**src/rtl/cle_pin_serializer.sv**
```systemverilog
//------------------------------------------------------------------------------
// cle_pin_serializer
//
// Pin-reduction front end of the CLE top level. Parallel ROM-read, SRAM-read
// and SRAM-write commands from the labeling core are serialized MSB first onto
// 1-bit pins. Every bit cycle is tagged with a frame type on dtype_o. Parallel
// read data returned by the external memories is captured and handed back to
// the core as a one-cycle response.
//
// Ports:
//   clk, reset   : clock, asynchronous active-high reset
//   cmd_valid    : command request from the core
//   cmd_ready    : high only while idle; accept on cmd_valid && cmd_ready
//   cmd_type     : 0=ROM read, 1=SRAM read, 2=SRAM write, 3=illegal
//   cmd_addr     : address (ROM commands use the low ROM_AW bits)
//   cmd_wdata    : SRAM write data
//   rsp_valid    : one-cycle response pulse
//   rsp_data     : read data; 0 for writes, all ones for illegal commands
//   rom_q_i      : ROM parallel read data
//   sram_q_i     : SRAM parallel read data
//   rom_a_o      : serial ROM address
//   sram_a_o     : serial SRAM address
//   sram_d_o     : serial SRAM write data
//   sram_wen_o   : SRAM write enable, active low
//   dtype_o      : frame type 0=idle, 1=ROM addr, 2=SRAM addr, 3=SRAM data
//
// Build option:
//   CLE_SER_GUARD_EN : when defined, one idle guard cycle follows every
//                      address frame and every data frame.
//------------------------------------------------------------------------------
module cle_pin_serializer #(
    parameter int ROM_AW  = 7,
    parameter int SRAM_AW = 10,
    parameter int DW      = 8,
    parameter int SQ_W    = 7,
    parameter int RD_LAT  = 2
) (
    input  logic               clk,
    input  logic               reset,
    input  logic               cmd_valid,
    output logic               cmd_ready,
    input  logic [1:0]         cmd_type,
    input  logic [SRAM_AW-1:0] cmd_addr,
    input  logic [DW-1:0]      cmd_wdata,
    output logic               rsp_valid,
    output logic [DW-1:0]      rsp_data,
    input  logic [7:0]         rom_q_i,
    input  logic [SQ_W-1:0]    sram_q_i,
    output logic               rom_a_o,
    output logic               sram_a_o,
    output logic               sram_d_o,
    output logic               sram_wen_o,
    output logic [1:0]         dtype_o
);

    // Shift register is wide enough for the longest frame; every frame is
    // loaded MSB-aligned so the next bit is always taken from the top.
    localparam int MAX_AB = (SRAM_AW > ROM_AW) ? SRAM_AW : ROM_AW;
    localparam int SR_W   = (MAX_AB > DW) ? MAX_AB : DW;
    localparam int MAXL   = (SR_W > RD_LAT) ? SR_W : RD_LAT;
    localparam int CNT_W  = $clog2(MAXL + 1);

    localparam logic [CNT_W-1:0] ROM_LAST  = CNT_W'(ROM_AW - 1);
    localparam logic [CNT_W-1:0] SRAM_LAST = CNT_W'(SRAM_AW - 1);
    localparam logic [CNT_W-1:0] DATA_LAST = CNT_W'(DW - 1);
    localparam logic [CNT_W-1:0] WAIT_LAST = CNT_W'(RD_LAT - 1);

    localparam logic [1:0] T_ROM = 2'd0;
    localparam logic [1:0] T_SRD = 2'd1;
    localparam logic [1:0] T_SWR = 2'd2;

    localparam logic [1:0] DT_IDLE = 2'd0;
    localparam logic [1:0] DT_RA   = 2'd1;
    localparam logic [1:0] DT_SA   = 2'd2;
    localparam logic [1:0] DT_SD   = 2'd3;

    typedef enum logic [3:0] {
        S_IDLE,
        S_ROM_ADDR,
        S_SRAM_ADDR,
        S_SRAM_DATA,
        S_WRITE,
        S_WAIT,
        S_RESP,
        S_GUARD_A,
        S_GUARD_D
    } state_t;

    state_t           r_state;
    logic [CNT_W-1:0] r_cnt;
    logic [SR_W-1:0]  r_sh;
    logic [1:0]       r_type;
    logic [DW-1:0]    r_wdata;
    logic             r_rom_a;
    logic             r_sram_a;
    logic             r_sram_d;
    logic             r_wen;
    logic [1:0]       r_dtype;
    logic             r_rsp_valid;
    logic [DW-1:0]    r_rsp_data;

    state_t           w_state_next;
    logic [CNT_W-1:0] w_cnt_next;
    logic [SR_W-1:0]  w_sh_next;
    logic [1:0]       w_type_next;
    logic [DW-1:0]    w_wdata_next;
    logic             w_bit;
    logic             w_rom_a_next;
    logic             w_sram_a_next;
    logic             w_sram_d_next;
    logic             w_wen_next;
    logic [1:0]       w_dtype_next;
    logic             w_rsp_valid_next;
    logic [DW-1:0]    w_rsp_data_next;

    logic [SR_W-1:0]  w_rom_al;
    logic [SR_W-1:0]  w_sram_al;
    logic [SR_W-1:0]  w_dat_al;

    assign w_rom_al  = SR_W'(cmd_addr[ROM_AW-1:0]) << (SR_W - ROM_AW);
    assign w_sram_al = SR_W'(cmd_addr) << (SR_W - SRAM_AW);
    assign w_dat_al  = SR_W'(r_wdata) << (SR_W - DW);

    //--------------------------------------------------------------------------
    // Next-state logic. The pin values are computed for the cycle that the
    // next state represents, then registered, so every output is a flop.
    //--------------------------------------------------------------------------
    always_comb begin
        w_state_next    = r_state;
        w_cnt_next      = r_cnt;
        w_sh_next       = r_sh;
        w_type_next     = r_type;
        w_wdata_next    = r_wdata;
        w_bit           = 1'b0;
        w_rsp_data_next = r_rsp_data;

        case (r_state)
            S_IDLE: begin
                if (cmd_valid) begin
                    w_type_next  = cmd_type;
                    w_wdata_next = cmd_wdata;
                    case (cmd_type)
                        T_ROM: begin
                            w_state_next = S_ROM_ADDR;
                            w_cnt_next   = ROM_LAST;
                            w_bit        = w_rom_al[SR_W-1];
                            w_sh_next    = w_rom_al << 1;
                        end
                        T_SRD, T_SWR: begin
                            w_state_next = S_SRAM_ADDR;
                            w_cnt_next   = SRAM_LAST;
                            w_bit        = w_sram_al[SR_W-1];
                            w_sh_next    = w_sram_al << 1;
                        end
                        default: begin
                            // Illegal command: one silent cycle, then respond.
                            w_state_next = S_WAIT;
                            w_cnt_next   = '0;
                        end
                    endcase
                end
            end

            S_ROM_ADDR, S_SRAM_ADDR, S_SRAM_DATA: begin
                if (r_cnt != '0) begin
                    w_cnt_next = r_cnt - 1'b1;
                    w_bit      = r_sh[SR_W-1];
                    w_sh_next  = r_sh << 1;
                end else if (r_state == S_SRAM_DATA) begin
`ifdef CLE_SER_GUARD_EN
                    w_state_next = S_GUARD_D;
`else
                    w_state_next = S_WRITE;
`endif
                end else begin
`ifdef CLE_SER_GUARD_EN
                    w_state_next = S_GUARD_A;
`else
                    if (r_type == T_SWR) begin
                        w_state_next = S_SRAM_DATA;
                        w_cnt_next   = DATA_LAST;
                        w_bit        = w_dat_al[SR_W-1];
                        w_sh_next    = w_dat_al << 1;
                    end else begin
                        w_state_next = S_WAIT;
                        w_cnt_next   = WAIT_LAST;
                    end
`endif
                end
            end

`ifdef CLE_SER_GUARD_EN
            S_GUARD_A: begin
                if (r_type == T_SWR) begin
                    w_state_next = S_SRAM_DATA;
                    w_cnt_next   = DATA_LAST;
                    w_bit        = w_dat_al[SR_W-1];
                    w_sh_next    = w_dat_al << 1;
                end else begin
                    w_state_next = S_WAIT;
                    w_cnt_next   = WAIT_LAST;
                end
            end

            S_GUARD_D: begin
                w_state_next = S_WRITE;
            end
`endif

            S_WAIT: begin
                if (r_cnt != '0) begin
                    w_cnt_next = r_cnt - 1'b1;
                end else begin
                    // Read data is sampled on the edge that enters RESP.
                    w_state_next = S_RESP;
                    case (r_type)
                        T_ROM:   w_rsp_data_next = DW'(rom_q_i);
                        T_SRD:   w_rsp_data_next = DW'(sram_q_i);
                        default: w_rsp_data_next = '1;
                    endcase
                end
            end

            S_WRITE: begin
                w_state_next    = S_RESP;
                w_rsp_data_next = '0;
            end

            S_RESP: begin
                w_state_next = S_IDLE;
            end

            default: begin
                w_state_next = S_IDLE;
            end
        endcase
    end

    // Output decode from the next state: only the active frame's pin carries
    // data, everything else is held at its idle level.
    always_comb begin
        w_rom_a_next     = 1'b0;
        w_sram_a_next    = 1'b0;
        w_sram_d_next    = 1'b0;
        w_wen_next       = 1'b1;
        w_dtype_next     = DT_IDLE;
        w_rsp_valid_next = 1'b0;
        case (w_state_next)
            S_ROM_ADDR: begin
                w_dtype_next = DT_RA;
                w_rom_a_next = w_bit;
            end
            S_SRAM_ADDR: begin
                w_dtype_next  = DT_SA;
                w_sram_a_next = w_bit;
            end
            S_SRAM_DATA: begin
                w_dtype_next  = DT_SD;
                w_sram_d_next = w_bit;
            end
            S_WRITE: w_wen_next       = 1'b0;
            S_RESP:  w_rsp_valid_next = 1'b1;
            default: ;
        endcase
    end

    always_ff @(posedge clk or posedge reset) begin
        if (reset) begin
            r_state     <= S_IDLE;
            r_cnt       <= '0;
            r_sh        <= '0;
            r_type      <= '0;
            r_wdata     <= '0;
            r_rom_a     <= 1'b0;
            r_sram_a    <= 1'b0;
            r_sram_d    <= 1'b0;
            r_wen       <= 1'b1;
            r_dtype     <= DT_IDLE;
            r_rsp_valid <= 1'b0;
            r_rsp_data  <= '0;
        end else begin
            r_state     <= w_state_next;
            r_cnt       <= w_cnt_next;
            r_sh        <= w_sh_next;
            r_type      <= w_type_next;
            r_wdata     <= w_wdata_next;
            r_rom_a     <= w_rom_a_next;
            r_sram_a    <= w_sram_a_next;
            r_sram_d    <= w_sram_d_next;
            r_wen       <= w_wen_next;
            r_dtype     <= w_dtype_next;
            r_rsp_valid <= w_rsp_valid_next;
            r_rsp_data  <= w_rsp_data_next;
        end
    end

    assign cmd_ready  = (r_state == S_IDLE);
    assign rsp_valid  = r_rsp_valid;
    assign rsp_data   = r_rsp_data;
    assign rom_a_o    = r_rom_a;
    assign sram_a_o   = r_sram_a;
    assign sram_d_o   = r_sram_d;
    assign sram_wen_o = r_wen;
    assign dtype_o    = r_dtype;

endmodule
```
**config.mk**
```make
export PLATFORM = sky130hd
export DESIGN_NAME = cle_pin_serializer
export DESIGN_NICKNAME = d
export VERILOG_FILES = /design/src/rtl/cle_pin_serializer.sv
export SDC_FILE = /design/constraint.sdc
export NUM_CORES = 1
export LEC_CHECK = 0
export BUFFER_PORTS_ARGS = -buffer_cell sky130_fd_sc_hd__buf_2
export CAP_MARGIN = 20
export CORE_ASPECT_RATIO = 0.8
export CORE_MARGIN = 2
export CORE_UTILIZATION = 30
export CTS_BUF_LIST = sky130_fd_sc_hd__clkbuf_8
export DETAILED_ROUTE_END_ITERATION = 10
export GPL_ROUTABILITY_DRIVEN = 1
export GPL_TIMING_DRIVEN = 0
export SYNTH_ARGS = -nofsm -noshare
export SYNTH_HDL_FRONTEND = slang
export SYNTH_SLANG_ARGS = --single-unit
```
**constraint.sdc**
```tcl
create_clock -name clk -period 3.36 [get_ports clk]
set_input_delay 0.168 -clock clk [delete_from_list [all_inputs] [get_ports clk]]
set_output_delay 0.168 -clock clk [all_outputs]
set_load 0.005 [all_outputs]
```
Word-level counts from Yosys, hierarchy flattened
Cells that the tools add are included.
{"block": "classes", "addsub": 1, "n_eq_ne": 20, "mux": 35, "n_reduce_logical": 13}
{"operator": "2-to-1 mux 10 bit", "n": 4}
{"operator": "one-hot mux 10 bit (2 select lines)", "n": 2}
{"operator": "one-hot mux 8 bit (2 select lines)", "n": 2}
{"operator": "2-to-1 mux 4 bit", "n": 7}
{"operator": "== test 4 x 2 -> 1 bit (second input constant)", "n": 4}
{"operator": "== test 4 x 3 -> 1 bit (second input constant)", "n": 4}
{"operator": "one-hot mux 4 bit (4 select lines)", "n": 1}
{"operator": "one-hot mux 4 bit (3 select lines)", "n": 1}
{"operator": "2-to-1 mux 1 bit", "n": 9}
{"operator": "2-to-1 mux 3 bit", "n": 3}
{"operator": "== test 4 x 1 -> 1 bit (second input constant)", "n": 2}
{"operator": "2-to-1 mux 8 bit", "n": 1}
{"operator": "one-hot mux 4 bit (2 select lines)", "n": 1}
{"operator": "inequality test 2 bit (second input constant)", "n": 3}
{"operator": "inequality test 3 bit (second input constant)", "n": 2}
{"operator": "one-hot mux 2 bit (3 select lines)", "n": 1}
{"operator": "one-hot mux 3 bit (2 select lines)", "n": 1}
{"operator": "AND reduction 5 bit", "n": 1}
{"operator": "== test 2 x 1 -> 1 bit (second input constant)", "n": 2}
{"operator": "== test 2 bit (second input constant)", "n": 2}
{"operator": "zero test 2 bit", "n": 2}
{"operator": "zero test 4 bit", "n": 1}
{"operator": "one-hot mux 1 bit (2 select lines)", "n": 2}
{"operator": "AND reduction 2 bit", "n": 2}
{"operator": "other kinds (8)", "n": 9}
{"block": "totals", "regBits": 43, "in_bits": 38, "output_inout_bits": 16, "wordCells": 81}

Longest topological paths before layout
{"block": "logic_depth", "ltp_word": 7, "mapped_depth": 8, "depth_no_buf": 6}

Worst setup path after synthesis
Ideal clock, no wire load.
{"block": "synth_timing", "kind": "register to register", "from": "register r_cnt[0]", "to": "register r_sh[1]", "setup_time_ns": 0.125, "arrival_ns": 1.941, "required_ns": 3.235, "path_slack_ns": 1.294, "path_stages_with_launch": 9, "path_buffers": 2, "period_less_slack_ns": 2.066, "cell_sequence": "dfrtp_1 inv_1 ha_1 or3b_1 buf_6 a211oi_1 a211o_1 buf_2 mux2_2"}
{"block": "synth_between", "elab_chain_len": 3, "elab_cells_between_ends": 6, "classes_between": "eq/ne (2); mux (2); reduce/logical (2)"}
{"element": "from (decl)", "line_no": "90", "source": "logic [CNT_W-1:0] r_cnt;"}
{"element": "from (signal assigned)", "line_no": "283", "source": "r_cnt <= w_cnt_next;"}
{"element": "nonzero test 4 bit (*)", "line_no": "165", "source": "if (r_cnt != '0) begin"}
{"element": "inequality test 3 bit (no line) / 2-to-1 mux 10 bit (equally long branches)"}
{"element": "AND reduction 5 bit (no line) / one-hot mux 10 bit (2 select lines) (equally long branches)"}
{"element": "to (signal assigned)", "line_no": "284", "source": "r_sh <= w_sh_next;"}
{"element": "to (decl)", "line_no": "91", "source": "logic [SR_W-1:0] r_sh;"}
Every way passes the cells marked *; elsewhere a longest branch is shown, timed or not.
A chain may end at the register's enable or synchronous reset.

Worst setup path in the final report
{"block": "layout_timing", "from": "register r_cnt[0]", "to": "register r_sram_d (netlist: sram_d_o)"}
{"block": "layout_between", "elab_chain_len": 5, "elab_cells_between_ends": 8, "classes_between": "eq/ne (1); mux (6); reduce/logical (1)"}
{"element": "nonzero test 4 bit (*)", "line_no": "165, 211"}
{"element": "2-to-1 mux 4 bit, on equally long branches", "line_no": "211, 165"}
{"element": "one-hot mux 4 bit (4 select lines)", "line_no": "137", "source": "case (r_state)"}
{"element": "== test 4 x 2 -> 1 bit", "line_no": "248", "source": "case (w_state_next)"}
{"element": "2-to-1 mux 1 bit (*)", "line_no": "248"}
{"element": "named net w_sram_d_next", "line_no": "110", "source": "logic w_sram_d_next;"}
{"element": "to (signal assigned)", "line_no": "289", "source": "r_sram_d <= w_sram_d_next;"}
{"element": "to (decl)", "line_no": "96", "source": "logic r_sram_d;"}
Mark *: on every way through the listed nets, which the timed path passes. The rest lies on a longest branch.

==> results.json <==
{
  "crit_type": "flip-flop to flip-flop",
  "maxCapViolations": 0,
  "numCtsBuffers": 5,
  "syn-cell-area_mm2": 0.00240,
  "postRouteAntennaNets": 0,
  "fp-row-count": 29,
  "seq_area_frac_synth": 0.439,
  "arrival_ns": 2.64,
  "hold_viol_final": 0,
  "hold_path_class": "primary input to flip-flop",
  "wl_per_cell_um": 13.8,
  "cts_tree": "built",
  "period_share": 0.742,
  "die-area_mm2": 0.00872,
  "rrSetupSlack_ns": 0.87,
  "finalWorstSetupSlack_ns": 0.866,
  "cts_buffer_depth": 2,
  "num_vias": 1869,
  "min_from": "cmd_wdata[1]",
  "place_congestion": 0.819,
  "drc": 0,
  "min_path_cells": 2,
  "final_common_cell": "buf_2",
  "clock_sinks": 42,
  "setup_tns_ns": 0,
  "overflow": 0,
  "antenna_cells": 0,
  "grt_pass1_vias": 1893,
  "dr.pass1.iters": 4,
  "h-tree-depth": 2,
  "fin_crit_ns": 2.49,
  "final_cell_mix": "60 x buf_2, 41 x dfrtp_1, 21 x mux2i_1",
  "start_kind": "flip-flop",
  "vdd_drop_max_mv": 0.292,
  "wl_um": 5350,
  "syn_nets": 259,
  "status": "completed",
  "synth_warnings": 0,
  "avgSynthCellArea_um2": 11.1,
  "rsz0062_at_grt": "no",
  "p_leak_nw": 1.39,
  "r2r_end": "sram_d_o",
  "clk_pin_slew_worst_paths_ns": 0.08,
  "syn_to_final_growth_pct": 22.7,
  "die_y_um": 83.9,
  "drt-initial-drc-count": 106,
  "crit_fanout": 9,
  "insertion_delay_ns": 0.30,
  "initial_core_util": 0.306,
  "synth_edf_count": 0,
  "ys_types": 48,
  "holdPathEnd": "r_wdata[1]",
  "drive_gt1_frac": 0.348,
  "rr_worst_depth": 6,
  "cts_setup_buffers": 0,
  "tightest_slew_ns": 0.938,
  "antenna_found_initial": 0,
  "die_x_um": 104,
  "finalSetupViolations": 0,
  "slew_violations": 0,
  "ys_ff_latch": 42,
  "fillers": 821,
  "core-area_mm2": 0.00784,
  "fmax_mhz": 401,
  "timing.rr.start": "r_cnt[0]",
  "skew_ns": 0.0104,
  "grt_max_degree": 24,
  "cp_data_required_time_ns": 3.51,
  "grt_pass1_wl_um": 9050,
  "place_ws_ns": 0.894,
  "cts.repair.resized": 0,
  "ys.flop_type": "dfrtp_1",
  "fin_nets": 321,
  "endpoint_kind": "flip-flop",
  "dp_hpwl_um": 4040,
  "vias_per_cell": 4.83,
  "power_density_mw_per_mm2": 789,
  "slew_headroom": 0.370,
  "io_buffer_count": 53,
  "grtUsageTotal": 0.129,
  "async_flop_share": 1.00,
  "cts_root_buf": "clkbuf_8",
  "io_pins": 54,
  "synth_cells": 216
}
## report_power, final
part	internal [mW]	switching, mW	leakage (nW)
registers	0.719	0.127	0.526
clock network	0.217	0.178	0.0607
logic	0.521	0.559	0.799
total	1.46	0.865	1.39
## cells by family after synthesis
kind of cell	after synthesis	share of synthesized area
flip-flops	42	0.439
AND/OR/NAND/NOR	50	0.121
adder cells (fa/ha/maj)	5	0.0261
AO/OA/AOI/OAI	51	0.181
XOR/XNOR	1	0.00366
multiplexers	41	0.182
buffers and inverters	25	0.0460
other	1	0.00157
## how the worst max path moves through the flow
stage | startpoint | end | depth (start not counted)
after floorplan | r_cnt[0] | r_sh[1] | 8
after global placement | r_cnt[0] | sram_d_o | 6
after detailed placement | r_cnt[0] | sram_d_o | 6
after CTS | r_cnt[0] | sram_d_o | 6
after global routing | r_cnt[0] | sram_d_o | 6
final | r_cnt[0] | sram_d_o | 6
## worst max-delay path: stages (launching register included)
cell	delay [ns]
dfrtp_1	0.39
inv_1	0.11
ha_1	0.23
nor3b_2	0.67
nor3_1	0.14
a221oi_1	0.69
a211oi_1	0.10
## area by class of cell
| class | instances | area (um2) | share of cell area |
|---|---|---|---|
| repair buffers | 55 | 303 | 0.103 |
| multi-input cells | 149 | 1230 | 0.420 |
| clock buffers | 5 | 68.8 | 0.0234 |
| well taps | 108 | 135 | 0.0460 |
| flip-flops and latches | 42 | 1050 | 0.358 |
| clock inverters | 3 | 37.5 | 0.0128 |
| inverters | 14 | 52.6 | 0.0179 |
| plain buffers | 11 | 57.6 | 0.0196 |
## synth_stat cells (all sizes together) (2+ instances only)
master	n	share of area
o21ai	3	0.0063
inv	13	0.020
or2	2	0.0052
a221oi	3	0.018
buf	8	0.019
nor2	11	0.017
nor2b	3	0.0078
nor3	4	0.0084
o221ai	2	0.0073
and3	3	0.0078
a31oi	2	0.0052
nand2b	2	0.0052
a21oi	5	0.010
a2111oi	3	0.027
mux2i	21	0.088
nand2	7	0.011
ha	5	0.026
mux2	20	0.094
and2	8	0.021
o21a	3	0.0094
clkbuf	3	0.0047
o21bai	2	0.0063
a211oi	18	0.056
a32o	2	0.0084
dfrtp	41	0.43
o211ai	3	0.0094
## through the flow
step	util	instances	hold WS, ns	total power, mW	instance area [um2]
floorplan	-	216	0.320	1.65	2400
global placement	0.357	377	0.399	1.92	2800
detailed placement	0.360	378	0.220	1.94	2820
CTS	0.375	387	0.0910	2.34	2940
global route	0.375	387	0.0881	2.51	2940
finish	0.375	387	0.0994	2.32	2940
## registers in the layout (all words and copies together) (netlist names)
name	flops
r_cnt	4
r_state	4
sram_d_o	1
r_wdata	8
r_type	2
rom_a_o	1
rsp_valid	1
sram_wen_o	1
rsp_data	8
sram_a_o	1
r_sh	9
dtype_o	2
## layer usage
metal / up-vias / wire length, um / global-route usage
met1: 897 / 2610 / 0.182
met5: - / 0 / 0
li1: 916 / - / -
met3: 4 / 306 / 0.0320
met2: 52 / 2400 / 0.196
met4: 0 / 43 / 0.0369
## timing repair
item                       4_1_cts  5_1_grt
hold endpoints to repair        19        0
setup endpoints to repair        0        0
hold buffers                     1        0
(Power assumes the default switching activity.)
